<file path="src/rtl/seq_det_pkg.sv">
// Shared definitions for the programmable serial sequence detector:
// default configuration constants, the length-width helper and the
// history-register control encoding.
package seq_det_pkg;

  // Width needed to hold a pattern length in the range 0..max_len.
  function automatic int len_w(input int max_len);
    return $clog2(max_len + 1);
  endfunction

  localparam int          DEF_MAX_LEN = 8;
  localparam logic [7:0]  DEF_PATTERN = 8'b0000_1011;
  localparam int          DEF_LEN     = 4;
  localparam logic        DEF_OVERLAP = 1'b1;

  // What the history register does on the coming edge.
  typedef enum logic [1:0] {
    HIST_HOLD  = 2'd0,
    HIST_SHIFT = 2'd1,
    HIST_CLEAR = 2'd2
  } hist_op_e;

endpackage

</file>
<file path="src/rtl/seq_det_hist.sv">
// History shift register (newest bit at bit 0) with a saturating fill
// counter. It also exposes the shifted "next" view so the top level can
// compare against the values that would be stored on this edge.
module seq_det_hist
  import seq_det_pkg::*;
#(
  parameter int MAX_LEN = DEF_MAX_LEN,
  parameter int FILL_W  = len_w(DEF_MAX_LEN)
) (
  input  logic               clk,
  input  logic               rst,
  input  hist_op_e           op,
  input  logic               d,
  output logic [MAX_LEN-1:0] hist,
  output logic [FILL_W-1:0]  fill,
  output logic [MAX_LEN-1:0] next_hist,
  output logic [FILL_W-1:0]  next_fill
);

  // Shifted history and saturating fill, as they would look after accepting d.
  always_comb begin
    next_hist = {hist[MAX_LEN-2:0], d};
    next_fill = (fill == FILL_W'(MAX_LEN)) ? fill : fill + 1'b1;
  end

  // History and fill registers: clear has priority over shift; otherwise hold.
  always_ff @(posedge clk) begin
    // NOTE: registers use non-blocking (<=) so every flop samples pre-edge values.
    if (rst) begin
      hist <= '0;
      fill <= '0;
    end else begin
      case (op)
        HIST_CLEAR: begin
          hist <= '0;
          fill <= '0;
        end
        HIST_SHIFT: begin
          hist <= next_hist;
          fill <= next_fill;
        end
        default: begin
          hist <= hist;
          fill <= fill;
        end
      endcase
    end
  end

endmodule

</file>
<file path="src/rtl/seq_detector_param.sv">
// Runtime-programmable Moore serial sequence detector. Holds the pattern,
// length and overlap configuration, compares the incoming history against
// the pattern, and drives a registered one-cycle match flag plus a
// saturating match counter.
module seq_detector_param
  import seq_det_pkg::*;
#(
  parameter int              MAX_LEN     = DEF_MAX_LEN,
  parameter int              CNT_W       = 8,
  parameter logic [MAX_LEN-1:0] RST_PATTERN = MAX_LEN'(DEF_PATTERN),
  parameter int              RST_LEN     = DEF_LEN,
  parameter logic            RST_OVERLAP = DEF_OVERLAP,
  localparam int             LEN_W       = len_w(MAX_LEN)
) (
  input  logic               clk,
  input  logic               rst,
  input  logic               cfg_we,
  input  logic [MAX_LEN-1:0] cfg_pattern,
  input  logic [LEN_W-1:0]   cfg_len,
  input  logic               cfg_overlap,
  input  logic               d_valid,
  input  logic               d,
  input  logic               cnt_clr,
  output logic               z,
  output logic [CNT_W-1:0]   match_count
);

  logic [MAX_LEN-1:0] pat;
  logic [LEN_W-1:0]   len;
  logic               ovl;

  logic [MAX_LEN-1:0] hist;
  logic [LEN_W-1:0]   fill;
  logic [MAX_LEN-1:0] next_hist;
  logic [LEN_W-1:0]   next_fill;
  logic [MAX_LEN-1:0] mask;
  logic               len_ok;
  logic               match;
  hist_op_e           op;

  seq_det_hist #(
    .MAX_LEN (MAX_LEN),
    .FILL_W  (LEN_W)
  ) u_hist (
    .clk       (clk),
    .rst       (rst),
    .op        (op),
    .d         (d),
    .hist      (hist),
    .fill      (fill),
    .next_hist (next_hist),
    .next_fill (next_fill)
  );

  // Match decision on the would-be-stored history, and the history control.
  always_comb begin
    // NOTE: defaults first so every path assigns each output, preventing latches.
    mask   = '0;
    len_ok = (len != '0) && (len <= LEN_W'(MAX_LEN));
    match  = 1'b0;
    op     = HIST_HOLD;

    for (int i = 0; i < MAX_LEN; i++) begin
      mask[i] = (LEN_W'(i) < len);
    end

    // A bit is accepted only when valid and not overridden by a config write.
    if (d_valid && !cfg_we && len_ok && (next_fill >= len) &&
        (((next_hist ^ pat) & mask) == '0)) begin
      match = 1'b1;
    end

    if (cfg_we) begin
      op = HIST_CLEAR;
    end else if (match && !ovl) begin
      op = HIST_CLEAR;
    end else if (d_valid) begin
      op = HIST_SHIFT;
    end
  end

  // Configuration registers; an illegal length is stored as given.
  always_ff @(posedge clk) begin
    if (rst) begin
      pat <= RST_PATTERN;
      len <= LEN_W'(RST_LEN);
      ovl <= RST_OVERLAP;
    end else if (cfg_we) begin
      pat <= cfg_pattern;
      len <= cfg_len;
      ovl <= cfg_overlap;
    end
  end

  // Registered match flag: one cycle high per match.
  always_ff @(posedge clk) begin
    if (rst) begin
      z <= 1'b0;
    end else begin
      z <= match;
    end
  end

  // Saturating match counter; a clear coinciding with a match leaves it at 1.
  always_ff @(posedge clk) begin
    if (rst) begin
      match_count <= '0;
    end else if (cnt_clr) begin
      match_count <= match ? CNT_W'(1) : '0;
    end else if (match && (match_count != {CNT_W{1'b1}})) begin
      match_count <= match_count + 1'b1;
    end
  end

endmodule
</file>
<file path="config.mk">
export PLATFORM = sky130hd
export DESIGN_NAME = seq_detector_param
export DESIGN_NICKNAME = d
export VERILOG_FILES = /design/src/rtl/seq_det_pkg.sv /design/src/rtl/seq_det_hist.sv /design/src/rtl/seq_detector_param.sv
export SDC_FILE = /design/constraint.sdc
export NUM_CORES = 1
export LEC_CHECK = 0
export ABC_AREA = 1
export CAP_MARGIN = 0
export CORE_MARGIN = 4
export CORE_UTILIZATION = 41
export DETAILED_ROUTE_END_ITERATION = 10
export PLACE_DENSITY = 0.67
export SYNTH_ARGS = -nofsm -noshare
export SYNTH_HDL_FRONTEND = slang
export SYNTH_HIERARCHICAL = 1
export SYNTH_SLANG_ARGS = --single-unit
export TNS_END_PERCENT = 30
</file>
<file path="constraint.sdc">
create_clock -name clk -period 7.1 [get_ports clk]
set_clock_uncertainty 0.2 [all_clocks]
set_input_delay 1.775 -clock clk [delete_from_list [all_inputs] [get_ports clk]]
set_output_delay 1.775 -clock clk [all_outputs]
set_load 0.1 [all_outputs]
</file>
Yosys cells after proc, flatten, opt, wreduce, memory -nomap -nowiden
Index checks and enable logic that the tools add are counted.
{"block": "word_totals", "mem_bits_ro": 0, "n_memories": 0, "latchBits": 0, "regBits": 33, "mem_bits_rw": 0, "out_inout_bits": 9}
{"block": "classes", "n_lt_le_gt_ge": 10, "n_eq_ne": 4, "add_sub_neg": 2, "shift": 0, "div": 0, "n_reduce_logical": 13, "n_mul": 0, "bitwise_logic": 2, "mux": 10}
{"cell": "< comparator 3 x 4 -> 1 bit, first input constant", "count": 4}
{"cell": "two-way mux 8 bit", "count": 2}
{"cell": "one-hot mux 7 bit (2 select lines)", "count": 1}
{"cell": "adder 8 x 1 -> 8 bit, second input constant", "count": 1}
{"cell": "bitwise AND 8 bit", "count": 1}
{"cell": "logical NOT 8 bit", "count": 1}
{"cell": "< comparator 1 x 4 -> 1 bit, first input constant", "count": 2}
{"cell": "< comparator 2 x 4 -> 1 bit, first input constant", "count": 2}
{"cell": "inequality test 8 bit, second input constant", "count": 1}
{"cell": "one-hot mux 4 bit (2 select lines)", "count": 1}
{"cell": "XOR 8 bit", "count": 1}
{"cell": "logical AND 1 bit", "count": 7}
{"cell": "adder 4 x 1 -> 4 bit, second input constant", "count": 1}
{"cell": "equality test 4 bit, second input constant", "count": 1}
{"cell": ">= comparator 4 bit", "count": 1}
{"cell": "<= comparator 4 bit, second input constant", "count": 1}
{"cell": "two-way mux 2 bit", "count": 2}
{"cell": "two-way mux 4 bit", "count": 1}
{"cell": "nonzero test 2 bit", "count": 2}
{"cell": "nonzero test 4 bit", "count": 1}
{"cell": "two-way mux 1 bit", "count": 3}
{"cell": "equality test 2 x 1 -> 1 bit, second input constant", "count": 1}
{"cell": "equality test 2 bit, second input constant", "count": 1}
{"cell": "logical NOT 1 bit", "count": 2}

Depth between registers and ports, before layout
{"block": "depth", "depth_word": 11, "depth_mapped": 23, "ltp_nobuf": 22}

Modules after synthesis
The synthesis kept the hierarchy.
{"mod": "seq_detector_param", "area_each_um2": 1340.0, "cells_per_inst": 195, "instances": 1, "seq_area_each_um2": 440.4}
{"mod": "seq_det_hist", "area_each_um2": 616.8, "cells_per_inst": 84, "instances": 1, "seq_area_each_um2": 240.2}

Worst setup path after synthesis
No wires, ideal clock.
{"block": "synth_timing", "path_kind": "input to register", "start": "input port d", "end": "register u_hist.fill[2]", "cell_stages": 16, "required_time_ns": 6.833, "slack_ns": 3.414, "arrival_time_ns": 3.419, "setup_time_ns": 0.067, "path_cell_list": "buf_4 nor2_1 nor2_1 nand2_1 nand3_2 clkinv_1 nand2_2 nor2_4 inv_2 o21ai_2 nor2_1 ha_1 nor2_2 buf_6 nand3_2 a21oi_2"}
{"block": "synth_via", "elab_chain_cells": 10, "elab_cells_between_ends": 12}
{"element": "start: declaration", "line_no": "seq_detector_param.sv:22", "source": "input logic d,"}
{"element": "XOR 8 bit *", "line_no": "seq_detector_param.sv:69", "source": "(((next_hist ^ pat) & mask) == '0)) begin"}
{"element": "bitwise AND 8 bit *", "line_no": "seq_detector_param.sv:69"}
{"element": "logical NOT 8 bit *", "line_no": "seq_detector_param.sv:69"}
{"element": "logical AND 1 bit *", "line_no": "seq_detector_param.sv:68", "source": "if (d_valid && !cfg_we && len_ok && (next_fill >= len) &&"}
{"element": "two-way mux 1 bit *", "line_no": "seq_detector_param.sv:68"}
{"element": "logical AND 1 bit *", "line_no": "seq_detector_param.sv:75", "source": "end else if (match && !ovl) begin"}
{"element": "two-way mux 2 bit *", "line_no": "seq_detector_param.sv:75"}
{"element": "two-way mux 2 bit *", "line_no": "seq_detector_param.sv:73", "source": "if (cfg_we) begin"}
{"element": "named net op[1]", "line_no": "seq_detector_param.sv:39", "source": "hist_op_e op;"}
{"element": "equality test 2 x 1 -> 1 bit or equality test 2 bit (tied branches)", "line_no": "seq_det_hist.sv:33", "source": "case (op)"}
{"element": "one-hot mux 4 bit (2 select lines) or nonzero test 2 bit (tied branches)"}
{"element": "end signal: assignment", "line_no": "seq_det_hist.sv:40", "source": "fill <= next_fill;"}
{"element": "end signal: assignment", "line_no": "seq_det_hist.sv:44", "source": "fill <= fill;"}
{"element": "end: declaration", "line_no": "seq_det_hist.sv:15", "source": "output logic [FILL_W-1:0] fill,"}
Mark *: on every way through the listed nets, which the timed path passes. The rest lies on a longest branch.
A chain may end at the register's enable or synchronous reset.

Worst setup path after layout
{"block": "layout_timing", "start": "input port cfg_we", "end": "register u_hist.fill[0]"}
{"block": "layout_via", "elab_chain_cells": 11, "elab_cells_between_ends": 13}
{"element": "start: declaration", "line_no": "seq_detector_param.sv:17", "source": "input logic cfg_we,"}
{"element": "logical NOT 1 bit", "line_no": "seq_detector_param.sv:68"}
{"element": "logical AND 1 bit (4 in a row)", "line_no": "seq_detector_param.sv:68"}
{"element": "two-way mux 1 bit", "line_no": "seq_detector_param.sv:68"}
{"element": "logical AND 1 bit", "line_no": "seq_detector_param.sv:75"}
{"element": "two-way mux 2 bit", "line_no": "seq_detector_param.sv:75"}
{"element": "two-way mux 2 bit *", "line_no": "seq_detector_param.sv:73"}
{"element": "named net op[1]", "line_no": "seq_detector_param.sv:39"}
{"element": "equality test 2 x 1 -> 1 bit or equality test 2 bit (tied branches)", "line_no": "seq_det_hist.sv:33"}
{"element": "one-hot mux 4 bit (2 select lines) or nonzero test 2 bit (tied branches)"}
Marks and branches as above.

==> metrics <==
Post-Route Setup TNS 0 ps; pre-CTS setup slack about 2300 ps; Worst EP arrival 4520 ps; # IOs 28; commonest non-fill, non-tap cells in the layout nand2_1, inv_1, dfxtp_1; Post-CTS Setup Inserts 0; setup ws final 2590 ps; RSZ-0062 raised after global routing no; diodes inserted 0; worst slew pin tran 969 ps; CTS resizes 0; Max Clk Rate roughly 220 MHz; slew margin rel. 0.352; Sequential Area 661 um2; Psw 0.000113 W; Slew Limit Fails 0; worst skew pair latency around 290 ps; Die Ht 76.5 um; Net count, final 322; fin crit period 4510 ps; global route overflow 0; largest net degree at the start of global routing 20; vias in the first global route 1,616; Layout area overhead 17.9%; Total Wirelength 4210 um; Root Buffer clkbuf_8; commonest non-fill, non-tap cell in the layout nand2_1; WP buf/inv 2; first-pass GRT wire length 7400 um; crit start category input pin; syn_area_per_cell 7.00 um2; Syn Inst Count 275; crit-path cells clkdlybuf4s50_1, nor2_1, nand3_2, nor2_4, nand2_2, nor2_4, inv_2, o21ai_2, nor2_1, ha_1, nor2_2, nand3_1, a21oi_1; Vias/cell 4.91; CTS max path bufs 2; Multi-input gate area a little over 1000 um2; switch share 0.272; DP HPWL 3160 um; GRT Total Usage 0.158; initial antenna violation count 0; Worst Setup End Kind register; Setup CP Type in -> reg; CTS Buf Count 5; Crit path largest cell delay 610 ps; Routed wire per std cell around 12 um; detailed-route via count approximately 1,700; required time of the critical path 7110 ps; pwr dens between 150 and 200 nW/um2; Port Buffers 27; clock-pin slew on the worst setup and hold paths 70 ps; initial core utilization 0.433; CP Max Fanout 13; syn nets a little over 300; Hold Fails Final Rpt 0; drt pass-1 iters 4; DIE WIDTH 76.5 um; final worst-path cycle share 0.636; Final Wtd Congestion 0.855; synthesized area 1920 um2; VDD IR max 101 uV; critical path's slowest cell clkdlybuf4s50_1; synthesis warning total 6; sequential cell fraction of total power 0.475; detailed router's first-iteration violation count 182; Detail Route Antenna Nets 0; # hold bufs at CTS 0; # fillers approximately 450; Clk pwr share 0.378; CTS tree built; run status completed; clk sinks 33; # Max-Cap Violations 0; Rows 24; combinational share of power 0.148; Top delay family on crit path simple AND/OR/NAND/NOR gates; H-Tree Depth 2; Pleak 0.990 nW; setup violators final 0; die area 5850 um2; Pint 0.000303 W; Core Region approximately 4400 um2; worst hold path class reg -> reg; share of layout cells above drive strength 1 0.115; residual DRC count 0
[per-layer routing]
layer / share of wire / GRT usage / vias up
li1: - / - / 906
met1: 0.50 / 0.213 / 764
met2: 0.43 / 0.243 / 35
met3: 0.058 / 0.0508 / 4
met4: 0.011 / 0.0380 / 0
met5: 0 / 0 / -
[worst paths after layout]
path | start | endpoint | slack (ps) | cells after the start
max reg2reg | u_hist/fill[0] | u_hist/fill[0] | 3430 | 21
min reg2reg | pat[6] | pat[6] | 280 | 2
max | cfg_we | u_hist/fill[0] | 2590 | 13
min | pat[6] | pat[6] | 280 | 2
[worst reg2reg max path, stage by stage (launching register included)]
cell	delay (ps)
dfxtp_1	420
inv_1	90
ha_1	210
nand2_1	70
nor2_1	50
nand2_1	80
and2_1	130
inv_1	40
ha_1	260
inv_1	30
nand2_1	40
a21oi_1	70
o21ai_2	210
nand2_2	100
nor2_4	140
inv_2	80
o21ai_2	150
nor2_1	70
ha_1	460
nor2_2	430
nand3_1	130
a21oi_1	130
[flip-flops by register name, summed over array words and instances (netlist names)]
name and cells:
len 4, match_count 8, ovl 1, pat 8, u_hist/fill 4, u_hist/hist 7
z 1
[final cells by class]
class,count,share of cell area
timing repair buffer,27,0.119
clock buffer,7,0.0424
inverter,39,0.0645
tap,52,0.0287
clock inverter,1,0.00221
sequential,33,0.291
multi-input combinational,189,0.452
[per-stage QoR]
| stage | cell area (um2) | power [W] | hold WS (ps) | util | instances |
|---|---|---|---|---|---|
| finish | 2270 | 0.000416 | 279 | 0.511 | 348 |
| global route | 2270 | 0.000439 | 323 | 0.511 | 348 |
| CTS | 2270 | 0.000420 | 283 | 0.511 | 348 |
| detailed placement | 2170 | 0.000263 | 273 | 0.488 | 340 |
| global placement | 2170 | 0.000262 | 264 | 0.488 | 340 |
| floorplan | 1920 | 0.000243 | 244 | - | 275 |
[power groups by stage]
stage / Sequential [W] / Combinational (W) / Clock [W]
after detailed placement: 0.000201 / 0.0000616 / 0
final: 0.000197 / 0.0000615 / 0.000157
after global placement: 0.000201 / 0.0000609 / 0
after global routing: 0.000199 / 0.0000694 / 0.000171
after CTS: 0.000197 / 0.0000619 / 0.000161
after floorplan: 0.000208 / 0.0000353 / 0
Power figures use the tool's default switching activity.
